`src/rtl/rbz_spi_master_if.sv`:
```
`default_nettype none
// ============================================================================
// rbz_spi_master_if : Wishbone slave bundle for the rbzero SPI controller.
// Revision: 1.0
// ============================================================================
interface rbz_spi_master_if;
  logic        wbs_stb_i;
  logic        wbs_cyc_i;
  logic        wbs_we_i;
  logic [3:0]  wbs_sel_i;
  logic [31:0] wbs_adr_i;
  logic [31:0] wbs_dat_i;
  logic        wbs_ack_o;
  logic [31:0] wbs_dat_o;

  modport master (
    output wbs_stb_i, wbs_cyc_i, wbs_we_i, wbs_sel_i, wbs_adr_i, wbs_dat_i,
    input  wbs_ack_o, wbs_dat_o
  );

  modport slave (
    input  wbs_stb_i, wbs_cyc_i, wbs_we_i, wbs_sel_i, wbs_adr_i, wbs_dat_i,
    output wbs_ack_o, wbs_dat_o
  );
endinterface
`default_nettype wire

```
`src/rtl/rbz_spi_master.sv`:
```
`default_nettype none
// ============================================================================
// rbz_spi_master : Wishbone-programmed mode-0 MSB-first SPI master for rbzero.
// Optional feature macro: RBZ_SPI_AUTOSTART_EN (TXDATA write in IDLE starts).
// Revision: 1.0
// ============================================================================
module rbz_spi_master #(
  parameter int CLK_DIV  = 2,
  parameter int MAX_BITS = 32
) (
  input  logic            clk,
  input  logic            reset_n,
  rbz_spi_master_if.slave wb,
  output logic            spi_sclk,
  output logic            spi_mosi,
  output logic            spi_ss_n,
  output logic            busy,
  output logic            irq_done
);
  localparam int C_DIV_W = (CLK_DIV > 1) ? $clog2(CLK_DIV) : 1;
  localparam logic [C_DIV_W-1:0] C_DIV_LAST = C_DIV_W'(CLK_DIV - 1);

  typedef enum logic [2:0] {
    S_IDLE  = 3'd0,
    S_SETUP = 3'd1,
    S_HIGH  = 3'd2,
    S_LOW   = 3'd3,
    S_DONE  = 3'd4
  } state_t;

  state_t               state_q, state_d;
  logic [C_DIV_W-1:0]   div_q, div_d;
  logic [4:0]           bit_q, bit_d;
  logic [MAX_BITS-1:0]  shift_q, shift_d;
  logic                 more_q, more_d;
  logic                 sclk_q, sclk_d;
  logic                 mosi_q, mosi_d;
  logic                 ss_n_q, ss_n_d;
  logic                 busy_q, busy_d;
  logic                 irq_q, irq_d;
  logic                 fhold_q, fhold_d;
  logic [MAX_BITS-1:0]  tx_q, tx_d;
  logic [4:0]           len_q, len_d;
  logic                 hold_q, hold_d;
  logic                 ovr_q, ovr_d;
  logic                 ack_q, ack_d;
  logic [31:0]          rdat_q, rdat_d;

  logic        w_req, w_wr, w_rd, w_tx_wr, w_ctrl_wr, w_auto, w_start, w_tick, w_hold;
  logic [4:0]  w_len;
  logic [31:0] w_status;
  logic        w_unused_adr;

`ifdef RBZ_SPI_AUTOSTART_EN
  localparam logic C_AUTO = 1'b1;
  assign w_auto = w_tx_wr && (state_q == S_IDLE);
`else
  localparam logic C_AUTO = 1'b0;
  assign w_auto = 1'b0;
`endif

  assign w_req     = wb.wbs_cyc_i && wb.wbs_stb_i && !ack_q;
  assign w_wr      = w_req && wb.wbs_we_i;
  assign w_rd      = w_req && !wb.wbs_we_i;
  assign w_tx_wr   = w_wr && !wb.wbs_adr_i[2];
  assign w_ctrl_wr = w_wr && wb.wbs_adr_i[2] && (wb.wbs_sel_i[0] || wb.wbs_sel_i[1]);
  assign w_start   = (w_ctrl_wr && wb.wbs_dat_i[8]) || w_auto;
  // A CTRL write carrying START uses its own LEN/HOLD, not the previous ones
  assign w_len     = w_ctrl_wr ? wb.wbs_dat_i[4:0] : len_q;
  assign w_hold    = w_ctrl_wr ? wb.wbs_dat_i[9] : hold_q;
  assign w_tick    = (div_q == C_DIV_LAST);
  assign w_status  = {17'd0, C_AUTO, hold_q, len_q, 5'd0, ovr_q, ~ss_n_q, busy_q};
  assign w_unused_adr = ^{wb.wbs_adr_i[31:3], wb.wbs_adr_i[1:0]};

  always_comb begin
    tx_d   = tx_q;
    len_d  = len_q;
    hold_d = hold_q;
    ovr_d  = ovr_q;
    rdat_d = rdat_q;
    ack_d  = w_req;
    for (int i = 0; i < 4; i++) begin
      if (w_tx_wr && wb.wbs_sel_i[i]) tx_d[8*i +: 8] = wb.wbs_dat_i[8*i +: 8];
    end
    if (w_ctrl_wr) begin
      len_d  = wb.wbs_dat_i[4:0];
      hold_d = wb.wbs_dat_i[9];
      if (wb.wbs_dat_i[10]) ovr_d = 1'b0;
    end
    // Set after the clear so START+OVR_CLR while busy still flags the drop
    if (w_ctrl_wr && wb.wbs_dat_i[8] && (state_q != S_IDLE)) ovr_d = 1'b1;
    if (w_rd) rdat_d = wb.wbs_adr_i[2] ? w_status : tx_q;
  end

  always_comb begin
    state_d = state_q;
    div_d   = div_q;
    bit_d   = bit_q;
    shift_d = shift_q;
    more_d  = more_q;
    sclk_d  = sclk_q;
    mosi_d  = mosi_q;
    ss_n_d  = ss_n_q;
    busy_d  = busy_q;
    irq_d   = 1'b0;
    fhold_d = fhold_q;
    case (state_q)
      S_IDLE: begin
        div_d = '0;
        if (w_start) begin
          state_d = S_SETUP;
          busy_d  = 1'b1;
          ss_n_d  = 1'b0;
          shift_d = tx_d << (5'd31 - w_len);
          mosi_d  = tx_d[w_len];
          bit_d   = w_len;
          fhold_d = w_hold;
        end else if (w_ctrl_wr && wb.wbs_dat_i[11]) begin
          ss_n_d = 1'b1;
        end
      end
      S_SETUP: begin
        div_d = div_q + 1'b1;
        if (w_tick) begin
          div_d   = '0;
          state_d = S_HIGH;
          sclk_d  = 1'b1;
        end
      end
      S_HIGH: begin
        div_d = div_q + 1'b1;
        if (w_tick) begin
          div_d   = '0;
          state_d = S_LOW;
          sclk_d  = 1'b0;
          more_d  = (bit_q != 5'd0);
          if (bit_q != 5'd0) begin
            shift_d = shift_q << 1;
            mosi_d  = shift_q[MAX_BITS-2];
            bit_d   = bit_q - 5'd1;
          end
        end
      end
      S_LOW: begin
        div_d = div_q + 1'b1;
        if (w_tick) begin
          div_d = '0;
          if (more_q) begin
            state_d = S_HIGH;
            sclk_d  = 1'b1;
          end else begin
            state_d = S_DONE;
          end
        end
      end
      S_DONE: begin
        div_d = div_q + 1'b1;
        if (w_tick) begin
          div_d   = '0;
          state_d = S_IDLE;
          busy_d  = 1'b0;
          irq_d   = 1'b1;
          mosi_d  = 1'b0;
          if (!fhold_q) ss_n_d = 1'b1;
        end
      end
      default: state_d = S_IDLE;
    endcase
  end

  always_ff @(posedge clk or negedge reset_n) begin
    if (!reset_n) begin
      state_q <= S_IDLE;
      div_q   <= '0;
      bit_q   <= '0;
      shift_q <= '0;
      more_q  <= 1'b0;
      sclk_q  <= 1'b0;
      mosi_q  <= 1'b0;
      ss_n_q  <= 1'b1;
      busy_q  <= 1'b0;
      irq_q   <= 1'b0;
      fhold_q <= 1'b0;
      tx_q    <= '0;
      len_q   <= 5'd31;
      hold_q  <= 1'b0;
      ovr_q   <= 1'b0;
      ack_q   <= 1'b0;
      rdat_q  <= '0;
    end else begin
      state_q <= state_d;
      div_q   <= div_d;
      bit_q   <= bit_d;
      shift_q <= shift_d;
      more_q  <= more_d;
      sclk_q  <= sclk_d;
      mosi_q  <= mosi_d;
      ss_n_q  <= ss_n_d;
      busy_q  <= busy_d;
      irq_q   <= irq_d;
      fhold_q <= fhold_d;
      tx_q    <= tx_d;
      len_q   <= len_d;
      hold_q  <= hold_d;
      ovr_q   <= ovr_d;
      ack_q   <= ack_d;
      rdat_q  <= rdat_d;
    end
  end

  assign spi_sclk     = sclk_q;
  assign spi_mosi     = mosi_q;
  assign spi_ss_n     = ss_n_q;
  assign busy         = busy_q;
  assign irq_done     = irq_q;
  assign wb.wbs_ack_o = ack_q;
  assign wb.wbs_dat_o = rdat_q;
endmodule
`default_nettype wire
```
`src/flat_wrapper.sv`:
```
// flat-port wrapper written by rule: the top's interface ports become plain ports
module rbz_spi_master_flat 
#(
  parameter int CLK_DIV  = 2,
  parameter int MAX_BITS = 32
)
  (clk, reset_n, spi_sclk, spi_mosi, spi_ss_n, busy, irq_done, wb_wbs_stb_i, wb_wbs_cyc_i, wb_wbs_we_i, wb_wbs_sel_i, wb_wbs_adr_i, wb_wbs_dat_i, wb_wbs_ack_o, wb_wbs_dat_o);
  rbz_spi_master_if wb_i ();
  input  logic clk;
  input  logic reset_n;
  output logic spi_sclk;
  output logic spi_mosi;
  output logic spi_ss_n;
  output logic busy;
  output logic irq_done;
  input wire logic [$bits(wb_i.wbs_stb_i)-1:0] wb_wbs_stb_i;
  input wire logic [$bits(wb_i.wbs_cyc_i)-1:0] wb_wbs_cyc_i;
  input wire logic [$bits(wb_i.wbs_we_i)-1:0] wb_wbs_we_i;
  input wire logic [$bits(wb_i.wbs_sel_i)-1:0] wb_wbs_sel_i;
  input wire logic [$bits(wb_i.wbs_adr_i)-1:0] wb_wbs_adr_i;
  input wire logic [$bits(wb_i.wbs_dat_i)-1:0] wb_wbs_dat_i;
  output wire logic [$bits(wb_i.wbs_ack_o)-1:0] wb_wbs_ack_o;
  output wire logic [$bits(wb_i.wbs_dat_o)-1:0] wb_wbs_dat_o;
  assign wb_i.wbs_stb_i = wb_wbs_stb_i;
  assign wb_i.wbs_cyc_i = wb_wbs_cyc_i;
  assign wb_i.wbs_we_i = wb_wbs_we_i;
  assign wb_i.wbs_sel_i = wb_wbs_sel_i;
  assign wb_i.wbs_adr_i = wb_wbs_adr_i;
  assign wb_i.wbs_dat_i = wb_wbs_dat_i;
  assign wb_wbs_ack_o = wb_i.wbs_ack_o;
  assign wb_wbs_dat_o = wb_i.wbs_dat_o;
  rbz_spi_master #(.CLK_DIV(CLK_DIV), .MAX_BITS(MAX_BITS)) u_core (.clk(clk), .reset_n(reset_n), .wb(wb_i), .spi_sclk(spi_sclk), .spi_mosi(spi_mosi), .spi_ss_n(spi_ss_n), .busy(busy), .irq_done(irq_done));
endmodule
```
`config.mk`:
```
export PLATFORM = sky130hd
export DESIGN_NAME = rbz_spi_master_flat
export DESIGN_NICKNAME = d
export VERILOG_FILES = /design/src/rtl/rbz_spi_master_if.sv /design/src/rtl/rbz_spi_master.sv /design/src/flat_wrapper.sv
export SDC_FILE = /design/constraint.sdc
export NUM_CORES = 1
export LEC_CHECK = 0
export BUFFER_PORTS_ARGS = -buffer_cell sky130_fd_sc_hd__buf_2
export CORE_MARGIN = 2
export CORE_UTILIZATION = 52
export CTS_CLUSTER_SIZE = 30
export DETAILED_ROUTE_END_ITERATION = 6
export GPL_TIMING_DRIVEN = 0
export PLACE_DENSITY_LB_ADDON = 0.05
export SETUP_SLACK_MARGIN = 0.1
export SKIP_LAST_GASP = 1
export SYNTH_ARGS = -nofsm -noshare
export SYNTH_HDL_FRONTEND = slang
export SYNTH_SLANG_ARGS = --single-unit
```
`constraint.sdc`:
```
create_clock -name clk -period 2.65 [get_ports clk]
set_input_delay 0.1325 -clock clk [delete_from_list [all_inputs] [get_ports clk]]
set_output_delay 0.1325 -clock clk [all_outputs]
set_load 0.05 [all_outputs]
```
==> metrics.cfg <==
[logic_synthesis]
synth.area.top_cells=dfrtp_1 40%, mux2i_1 11%, o21ai_0 5.5%
yosys_most_used_dff=dfrtp_1
synthTopCellsByCount=113 x dfrtp_1, 79 x mux2i_1, 78 x o21ai_0, 77 x nand2_1, 44 x nor2_1
netlist_instances=756
synth_warnings=0
avgSynthCellArea_sq_um=9.33
synth_edf_count=0
async_flop_share_pct=100
ys_types=74
ys_ff_latch=119
synth_area_leader_cell=dfrtp_1
synthMostInstantiatedCell=dfrtp_1
yosys.area.top_type_share_pct=40.1
syn_area_sq_mm=0.00705
yosysSeqAreaShare_pct=42.3
synth_nets=831

[timing]
slew-limit-headroom_pct=40.2
period_needed_ns=2.91
setup_viol=23
fin_ws_ns=-0.260
period_share_pct=110
rsz0062_at_grt=yes
hold_viol_final=0
fin_tns_setup_ns=-3.09
worstMarginPinSlew_ns=0.891
drv_slew=0
clock_skew_ns=0.00943
whs_ns=0.00767
fmax_ghz=0.344

[floorplanning]
ios=111
die_y_um=120
fp-row-count=42
die_w_um=120
core_sq_mm=0.0132
initial_utilization_pct=53.2
die_area_sq_mm=0.0145

[hold_path]
worstHoldPathType=in2reg
worstHoldStart=wb_wbs_dat_i[6]

[status]
violations=setup timing
status=finished, violations left

[worst_setup_path]
r2r-start=u_core.wb.wbs_ack_o
r2r_end=u_core.spi_mosi
ff2ff_path_depth=12
cp-startpoint=u_core.wb.wbs_ack_o
crit_path_max_fanout=10
crit_arrival_ns=3.24
crit_required_ns=2.98
cp-end-kind=flop
path_class=reg2reg
start_kind=flop
ff2ff_setup_slack_ns=-0.26
critPathCapture=u_core.spi_mosi

[layout]
final_nets=1013
drive_gt1_share_pct=38.3
num-fill-cells=858
antennaDiodeCount=0
area_growth_pct=42.8
finalInstanceArea_sq_mm=0.0101

[detailed_routing]
postRouteAntennaNets=0
vias=7531
totalWireLength_um=28500
post_drt_via_cell_ratio=6.69
drt-pass1-iter-count=6
routedWlPerCell_um=25.3
drtIter0Drc=981
route.detailed.drc=0

[cts]
cts_made_buffers=17
cts.sinks=119
cts.path.max_buffers=2
cts_root_buf=clkbuf_16
insertion_delay_ns=0.43
cts_tree=yes
htreeDepth=4
clk_pin_slew_ns=0.06

[global_routing]
antenna_found_initial=0
grt_overflow_total=0
grt_max_degree=89
grt_use_total_pct=35.5
grt_first_pass_wirelength_um=39100
grt_pass1_vias=7084

[placement]
gp_congestion=0.953
placed_cell_area_sq_mm=0.00778
portBuffers=79
dp_hpwl_um=17300

[pwr]
power_w=0.0110
leakagePower_nw=4.46
cellPowerDensity_mw_per_mm2=1090
max-vdd-ir-drop_uv=751

[flow_run]
maxCapViolations=0

[cells in the final DEF (no fill, tap or decap), drive strengths merged, types with 19 or more instances in the layout]
cell and instances:
a21oi 25, buf 177, clkbuf 44, dfrtp 113, inv 42, mux2i 79
nand2 77, nand2b 28, nand3 29, nor2 47, o211ai 19, o21ai 83
[kinds of logic (layout without fill, tap and decap cells)]
family	Yosys count	after routing	share of synthesized area [%]
AOI/OAI and AO/OA	225	225	21.6
muxes	96	96	14.6
and+or+nand+nor	220	220	15.3
DFF	119	119	42.3
xor gates and xnor gates	1	1	0.124
buffers and inverters	93	287	5.70
adders and majority gates	2	2	0.355
[registers in the layout, indices dropped and copies added, names as in the netlist]
name	flops
u_core.spi_ss_n	1
u_core.busy	1
u_core.hold_q	1
u_core.shift_q	31
u_core.wb.wbs_dat_o	32
u_core.tx_q	32
u_core.state_q	3
u_core.wb.wbs_ack_o	1
u_core.div_q	1
u_core.bit_q	5
u_core.more_q	1
u_core.ovr_q	1
u_core.len_q	5
u_core.spi_sclk	1
u_core.fhold_q	1
u_core.irq_done	1
u_core.spi_mosi	1
[stage by stage]
step	utilization, %	worst slack (ns)	instances
floorplan	-	0.0653	756
global placement	58.5	-0.605	1011
detailed placement	58.7	-0.591	1012
CTS	70.6	-0.0792	1099
global route	76.0	-0.377	1126
finish	76.0	-0.260	1126
[layer usage]
metal | routed length, um | GRT usage [%]
met1 | 10600 | 44.0
met2 | 13800 | 59.3
met3 | 2650 | 7.26
met4 | 1580 | 16.9
met5 | 0 | 0
[how the worst min path moves through the flow]
stage	to	slack, ns	cells past startpoint
finish	u_core.tx_q[6]	0.008	3
global route	u_core.tx_q[26]	0.03	3
CTS	u_core.tx_q[17]	0.003	3
detailed placement	u_core.wb.wbs_dat_o[5]	0.04	1
global placement	u_core.tx_q[31]	0.40	3
floorplan	u_core.bit_q[0]	-0.16	0
[worst max-delay path: stages, from the launching register on]
cell,delay (ns)
dfrtp_2,0.43
and4b_1,0.27
buf_6,0.13
a21boi_1,0.12
nor2_2,0.31
buf_6,0.18
buf_12,0.15
o211ai_1,0.13
buf_4,0.17
a32oi_4,0.33
mux2i_4,0.15
or3_1,0.34
o311ai_1,0.09
[layout make-up]
class | count | area, sq um | share of cell area [%]
multi-input cells | 544 | 4520 | 44.9
flip-flops and latches | 119 | 2990 | 29.7
repair buffers | 165 | 1190 | 11.8
clock buffers | 21 | 480 | 4.77
plain buffers | 50 | 387 | 3.84
well taps | 176 | 220 | 2.19
inverters | 41 | 164 | 1.63
clock inverters | 10 | 120 | 1.19
[power by group]
group / switching (W) / internal (W) / total [W]
sequential: 0.000520 / 0.00242 / 0.00294
clock: 0.000888 / 0.00148 / 0.00237
combinational: 0.00348 / 0.00216 / 0.00565
total: 0.00489 / 0.00607 / 0.0110
[repair_timing]
action | in CTS | in global routing
setup endpoints to repair | 38 | 37
gates resized for setup | 130 | 111
buffers inserted | 41 | 31
endpoints found under the hold margin | 45 | 0
pin swaps | 27 | 40
hold buffers | 15 | 0
Note: power is estimated with default switching activity, not from simulation.
